**src/rtl/seeg_axil_regs.sv**
```systemverilog
// AXI4-Lite control/status register file for the SEEG acquisition datapath.
// Latency: write response and read data appear one cycle after the completing handshake.
// Backpressure: one outstanding write and one outstanding read. AW/W/AR are refused while a B or R response is held.
//
// Ports: S_AXI_* is the AXI4-Lite slave (single clock, synchronous active-low reset).
// ctrl_enable, ctrl_soft_rst, chan_mask and sample_div drive the datapath.
// stat_busy, stat_ovf_pulse and frame_count are live status inputs from the datapath.
module seeg_axil_regs #(
    parameter int          ADDR_WIDTH = 8,
    parameter logic [31:0] VERSION    = 32'h0001_0000
) (
    input  logic                  S_AXI_ACLK,
    input  logic                  S_AXI_ARESETN,
    input  logic [ADDR_WIDTH-1:0] S_AXI_AWADDR,
    input  logic [2:0]            S_AXI_AWPROT,
    input  logic                  S_AXI_AWVALID,
    output logic                  S_AXI_AWREADY,
    input  logic [31:0]           S_AXI_WDATA,
    input  logic [3:0]            S_AXI_WSTRB,
    input  logic                  S_AXI_WVALID,
    output logic                  S_AXI_WREADY,
    output logic [1:0]            S_AXI_BRESP,
    output logic                  S_AXI_BVALID,
    input  logic                  S_AXI_BREADY,
    input  logic [ADDR_WIDTH-1:0] S_AXI_ARADDR,
    input  logic [2:0]            S_AXI_ARPROT,
    input  logic                  S_AXI_ARVALID,
    output logic                  S_AXI_ARREADY,
    output logic [31:0]           S_AXI_RDATA,
    output logic [1:0]            S_AXI_RRESP,
    output logic                  S_AXI_RVALID,
    input  logic                  S_AXI_RREADY,
    output logic                  ctrl_enable,
    output logic                  ctrl_soft_rst,
    output logic [31:0]           chan_mask,
    output logic [15:0]           sample_div,
    input  logic                  stat_busy,
    input  logic                  stat_ovf_pulse,
    input  logic [31:0]           frame_count
);

    localparam logic [1:0] RESP_OKAY   = 2'b00;
    localparam logic [1:0] RESP_SLVERR = 2'b10;
    localparam logic [1:0] RESP_DECERR = 2'b11;

    // rdy_en_q holds all READY outputs low during reset and releases them
    // one cycle after ARESETN deasserts.
    logic                  rdy_en_q;
    logic                  aw_held_q, aw_held_d;
    logic [ADDR_WIDTH-1:0] aw_addr_q, aw_addr_d;
    logic                  w_held_q, w_held_d;
    logic [31:0]           w_data_q, w_data_d;
    logic [3:0]            w_strb_q, w_strb_d;
    logic                  bvalid_q, bvalid_d;
    logic [1:0]            bresp_q, bresp_d;
    logic                  rvalid_q, rvalid_d;
    logic [1:0]            rresp_q, rresp_d;
    logic [31:0]           rdata_q, rdata_d;
    logic                  enable_q, enable_d;
    logic                  soft_rst_q, soft_rst_d;
    logic [31:0]           chan_mask_q, chan_mask_d;
    logic [15:0]           sample_div_q, sample_div_d;
    logic [31:0]           scratch_q, scratch_d;
    logic                  ovf_sticky_q, ovf_sticky_d;

    logic                  aw_hs, w_hs, ar_hs, wr_commit, wr_mapped, rd_mapped, ovf_clr;
    logic [ADDR_WIDTH-1:0] wr_addr;
    logic [31:0]           wr_data, rd_val;
    logic [3:0]            wr_strb;
    logic [1:0]            wr_resp;

    assign S_AXI_AWREADY = rdy_en_q && !aw_held_q && !bvalid_q;
    assign S_AXI_WREADY  = rdy_en_q && !w_held_q && !bvalid_q;
    assign S_AXI_ARREADY = rdy_en_q && !rvalid_q;
    assign S_AXI_BVALID  = bvalid_q;
    assign S_AXI_BRESP   = bresp_q;
    assign S_AXI_RVALID  = rvalid_q;
    assign S_AXI_RRESP   = rresp_q;
    assign S_AXI_RDATA   = rdata_q;
    assign ctrl_enable   = enable_q;
    assign ctrl_soft_rst = soft_rst_q;
    assign chan_mask     = chan_mask_q;
    assign sample_div    = sample_div_q;

    assign aw_hs = S_AXI_AWVALID && S_AXI_AWREADY;
    assign w_hs  = S_AXI_WVALID && S_AXI_WREADY;
    assign ar_hs = S_AXI_ARVALID && S_AXI_ARREADY;

    // A channel arriving this cycle is used directly so that a write whose
    // AW and W handshake together commits on that same edge.
    assign wr_addr   = aw_held_q ? aw_addr_q : S_AXI_AWADDR;
    assign wr_data   = w_held_q ? w_data_q : S_AXI_WDATA;
    assign wr_strb   = w_held_q ? w_strb_q : S_AXI_WSTRB;
    assign wr_commit = (aw_held_q || aw_hs) && (w_held_q || w_hs);

    assign wr_mapped = ((wr_addr >> 5) == '0) && (wr_addr[4:2] != 3'd7);
    assign rd_mapped = ((S_AXI_ARADDR >> 5) == '0) && (S_AXI_ARADDR[4:2] != 3'd7);

    always_comb begin
        wr_resp = RESP_OKAY;
        if (!wr_mapped) begin
            wr_resp = RESP_DECERR;
        end else if (wr_addr[4:2] == 3'd4 || wr_addr[4:2] == 3'd6) begin
            wr_resp = RESP_SLVERR;
        end
    end

    always_comb begin
        case (S_AXI_ARADDR[4:2])
            3'd0:    rd_val = {31'b0, enable_q};
            3'd1:    rd_val = chan_mask_q;
            3'd2:    rd_val = {16'b0, sample_div_q};
            3'd3:    rd_val = {30'b0, ovf_sticky_q, stat_busy};
            3'd4:    rd_val = frame_count;
            3'd5:    rd_val = scratch_q;
            3'd6:    rd_val = VERSION;
            default: rd_val = 32'b0;
        endcase
    end

    always_comb begin
        aw_held_d    = aw_held_q;
        aw_addr_d    = aw_addr_q;
        w_held_d     = w_held_q;
        w_data_d     = w_data_q;
        w_strb_d     = w_strb_q;
        bvalid_d     = bvalid_q;
        bresp_d      = bresp_q;
        rvalid_d     = rvalid_q;
        rresp_d      = rresp_q;
        rdata_d      = rdata_q;
        enable_d     = enable_q;
        soft_rst_d   = 1'b0;
        chan_mask_d  = chan_mask_q;
        sample_div_d = sample_div_q;
        scratch_d    = scratch_q;
        ovf_clr      = 1'b0;

        if (aw_hs) begin
            aw_held_d = 1'b1;
            aw_addr_d = S_AXI_AWADDR;
        end
        if (w_hs) begin
            w_held_d = 1'b1;
            w_data_d = S_AXI_WDATA;
            w_strb_d = S_AXI_WSTRB;
        end

        if (wr_commit) begin
            aw_held_d = 1'b0;
            w_held_d  = 1'b0;
            bvalid_d  = 1'b1;
            bresp_d   = wr_resp;
            if (wr_mapped) begin
                case (wr_addr[4:2])
                    3'd0: if (wr_strb[0]) begin
                        enable_d   = wr_data[0];
                        soft_rst_d = wr_data[1];
                    end
                    3'd1: for (int b = 0; b < 4; b++) begin
                        if (wr_strb[b]) chan_mask_d[8*b +: 8] = wr_data[8*b +: 8];
                    end
                    3'd2: for (int b = 0; b < 2; b++) begin
                        if (wr_strb[b]) sample_div_d[8*b +: 8] = wr_data[8*b +: 8];
                    end
                    3'd3: ovf_clr = wr_strb[0] && wr_data[1];
                    3'd5: for (int b = 0; b < 4; b++) begin
                        if (wr_strb[b]) scratch_d[8*b +: 8] = wr_data[8*b +: 8];
                    end
                    default: ;
                endcase
            end
        end else if (bvalid_q && S_AXI_BREADY) begin
            bvalid_d = 1'b0;
        end

        // An overflow event in the same cycle as the clear keeps the flag set.
        ovf_sticky_d = stat_ovf_pulse ? 1'b1 : (ovf_clr ? 1'b0 : ovf_sticky_q);

        if (ar_hs) begin
            rvalid_d = 1'b1;
            rresp_d  = rd_mapped ? RESP_OKAY : RESP_DECERR;
            rdata_d  = rd_mapped ? rd_val : 32'b0;
        end else if (rvalid_q && S_AXI_RREADY) begin
            rvalid_d = 1'b0;
        end
    end

    always_ff @(posedge S_AXI_ACLK) begin
        if (!S_AXI_ARESETN) begin
            rdy_en_q     <= 1'b0;
            aw_held_q    <= 1'b0;
            aw_addr_q    <= '0;
            w_held_q     <= 1'b0;
            w_data_q     <= 32'b0;
            w_strb_q     <= 4'b0;
            bvalid_q     <= 1'b0;
            bresp_q      <= 2'b0;
            rvalid_q     <= 1'b0;
            rresp_q      <= 2'b0;
            rdata_q      <= 32'b0;
            enable_q     <= 1'b0;
            soft_rst_q   <= 1'b0;
            chan_mask_q  <= 32'hFFFF_FFFF;
            sample_div_q <= 16'd1;
            scratch_q    <= 32'b0;
            ovf_sticky_q <= 1'b0;
        end else begin
            rdy_en_q     <= 1'b1;
            aw_held_q    <= aw_held_d;
            aw_addr_q    <= aw_addr_d;
            w_held_q     <= w_held_d;
            w_data_q     <= w_data_d;
            w_strb_q     <= w_strb_d;
            bvalid_q     <= bvalid_d;
            bresp_q      <= bresp_d;
            rvalid_q     <= rvalid_d;
            rresp_q      <= rresp_d;
            rdata_q      <= rdata_d;
            enable_q     <= enable_d;
            soft_rst_q   <= soft_rst_d;
            chan_mask_q  <= chan_mask_d;
            sample_div_q <= sample_div_d;
            scratch_q    <= scratch_d;
            ovf_sticky_q <= ovf_sticky_d;
        end
    end

    // PROT and the byte-lane address bits carry no meaning for this map.
    logic unused_ok;
    assign unused_ok = ^{S_AXI_AWPROT, S_AXI_ARPROT, wr_addr[1:0], S_AXI_ARADDR[1:0]};

endmodule

```
**config.mk**
```make
export PLATFORM = sky130hd
export DESIGN_NAME = seeg_axil_regs
export DESIGN_NICKNAME = d
export VERILOG_FILES = /design/src/rtl/seeg_axil_regs.sv
export SDC_FILE = /design/constraint.sdc
export NUM_CORES = 1
export LEC_CHECK = 0
export BUFFER_PORTS_ARGS = -buffer_cell sky130_fd_sc_hd__buf_4
export CORE_MARGIN = 1
export CORE_UTILIZATION = 50
export DETAILED_ROUTE_END_ITERATION = 16
export GPL_TIMING_DRIVEN = 0
export PLACE_DENSITY = 0.72
export SYNTH_ARGS = -nofsm -noshare
export SYNTH_HDL_FRONTEND = slang
export SYNTH_SLANG_ARGS = --single-unit
```
**constraint.sdc**
```tcl
create_clock -name S_AXI_ACLK -period 2.41 [get_ports S_AXI_ACLK]
set_input_delay 0.482 -clock S_AXI_ACLK [delete_from_list [all_inputs] [get_ports S_AXI_ACLK]]
set_output_delay 0.482 -clock S_AXI_ACLK [all_outputs]
set_load 0.02 [all_outputs]
```
==> impl_metrics.ini <==
[floorplanning]
ios = 190
placeableCoreArea_mm2 = 0.0153
start_util = 0.516
die_w_um = 128
rows = 45
die_h_um = 128
die-area_mm2 = 0.0163

[worst_setup_path]
crit_type = flop to flop
cp_slowest_cell = dfxtp_1
critical_path_required_ns = 2.77
arrival_ns = 2.61
cp-end-kind = flop
cp_max_fo = 10
crit_chain = nand3b_1, nor3_4, clkbuf_1, o21ai_0, a21oi_1
start_kind = flop
cp_slowest_stage_delay_ns = 0.50
crit_family = simple AND/OR/NAND/NOR gates
path_buf_inv = 1

[synthesis]
yosysSeqAreaShare = 0.418
postSynthCellCount = 929
synth_cell_type_count = 48
async_flop_share = 0
syn_area_per_cell_um2 = 8.51
synth_fp_nets = 1028
ys.flop_type = dfxtp_1
yosys_warnings = 0
ys_ff_latch = 165
synth.cell_area_mm2 = 0.00791
synth_edf_count = 0

[clocking]
root_buffer = clkbuf_16
cts_tree = built
clk_latency_ns = 0.43
h-tree-depth = 4
clk_pin_slew_ns = 0.05
cts.sinks = 165
cts_buffers = 17
hold_buffers = 0
cts_buffer_depth = 2
cts_setup_buffers = 0

[layout]
final_cell_mix = nand2_1 (192), buf_4 (179), dfxtp_1 (165), a21oi_1 (85), mux2i_1 (77)
final_common_cell = nand2_1
antenna_cells = 0
area.growth.synth_to_final_pct = 27.7
layout-drive-gt1-share = 0.258
final_area_mm2 = 0.0101
final_cell_count_no_fill = 1346
final_nets = 1225

[timing]
fmax_ghz = 0.444
worst_slack_ns = 0.158
worst_slew_pin_slew_ns = 0.879
holdWs_ns = 0.198
rsz0062_at_grt = false
max_slew_margin = 0.409
clock-skew-final_ns = 0.00576
finalSetupViolCount = 0
hold_viol_final = 0
fin_crit_sh = 0.934
finalSetupTns_ns = 0
min_period_ns = 2.25
drv_slew = 0

[placement]
dp.cells = 1318
dp_hpwl_um = 19000
placed_cell_area_mm2 = 0.00951
pre_cts_ws_ns = -0.150
gp_congestion = 0.878
io_buffer_count = 178

[routing]
firstDrtPassIters = 6
drt_iter0_drc = 968
totalWireLength_um = 24700
drc = 0
final_antenna_net_count = 0
vias = 7546
vias_per_cell = 5.61
wl_per_cell_um = 18.4

[grt]
antenna_found_initial = 0
track_usage = 0.307
grt-ovfl-total = 0
grt_pass1_wl_um = 38000
grt_max_degree = 17
grt_pass1_vias = 6921

[min_path]
worst_hold_path_type = primary input to flop

[power]
p_leak_nw = 4.16
p_seq_frac = 0.440
peakVddDrop_mv = 0.512
power_per_cell_area_mw_per_mm2 = 633
p_sw_w = 0.00158
intPower_w = 0.00481
combPwrFrac = 0.134
power_frac_clock = 0.426
switching_share = 0.247

[run_status]
outcome = completed

[flow_run]
cap_violations = 0
## cells by family after synthesis
logic type,count (synthesis),synth area share
compound gates,201,0.148
buf+inv,86,0.0490
flops,165,0.418
mux,129,0.171
simple gates,348,0.214
## registers in the layout (all words and copies together), names as in the netlist
register / flops
rdy_en_q: 1
S_AXI_BRESP: 2
ovf_sticky_q: 1
S_AXI_RVALID: 1
ctrl_enable: 1
sample_div: 16
w_strb_q: 4
ctrl_soft_rst: 1
S_AXI_RDATA: 32
w_held_q: 1
chan_mask: 32
w_data_q: 32
aw_held_q: 1
S_AXI_BVALID: 1
aw_addr_q: 6
scratch_q: 32
S_AXI_RRESP: 1
## metal layers
layer | vias up | global-route usage | wire [um]
li1 | 3678 | - | -
met4 | 0 | 0.102 | 476
met2 | 357 | 0.480 | 11000
met5 | - | 0 | 0
met1 | 3469 | 0.427 | 11200
met3 | 42 | 0.0547 | 2070
## final timing paths
kind / start / to / slack [ns] / cells after the start
worst max-delay path: rdy_en_q / S_AXI_RDATA[13] / 0.16 / 5
worst min register to register: S_AXI_RDATA[25] / S_AXI_RDATA[25] / 0.45 / 2
worst min-delay path: S_AXI_ARESETN / rdy_en_q / 0.20 / 1
worst max register to register: rdy_en_q / S_AXI_RDATA[13] / 0.16 / 5
## cell usage after synthesis (18+ instances only)
cell	count	area, um2
nand3b_1	31	233
clkbuf_1	51	191
nand2_1	192	721
a31oi_1	33	206
mux2_2	52	586
o21ai_1	35	175
buf_2	19	95.1
o21ai_0	19	95.1
nand3_1	18	90.1
nor2_1	37	139
nor4_1	33	206
a21oi_1	85	425
dfxtp_1	165	3300
mux2i_1	77	771
## power groups by stage
stage,registers (W),logic (W),clock network [W]
2_1_floorplan,0.00287,0.000504,0
3_3_place_gp,0.00287,0.000829,0
3_5_place_dp,0.00287,0.000833,0
4_1_cts,0.00281,0.000839,0.00273
5_1_grt,0.00282,0.000917,0.00286
6_report,0.00281,0.000854,0.00272
## metrics by stage
step	util	total power (W)
after floorplan	-	0.00338
after global placement	0.621	0.00370
after detailed placement	0.621	0.00370
after CTS	0.659	0.00639
after global routing	0.659	0.00659
final	0.659	0.00639
## final cells by class
type	count	area, um2
Clock inverter	5	100
Fill cell	1396	5220
Clock buffer	23	478
Tap cell	211	264
Timing Repair Buffer	178	1340
Sequential cell	165	3300
Multi-Input combinational cell	678	4230
Buffer	80	365
Inverter	6	22.5
## what timing repair did
item                                   CTS  global route
resized for setup                        1             1
setup endpoints to repair                3             2
endpoints found under the hold margin    0             0
(Power assumes the default switching activity.)
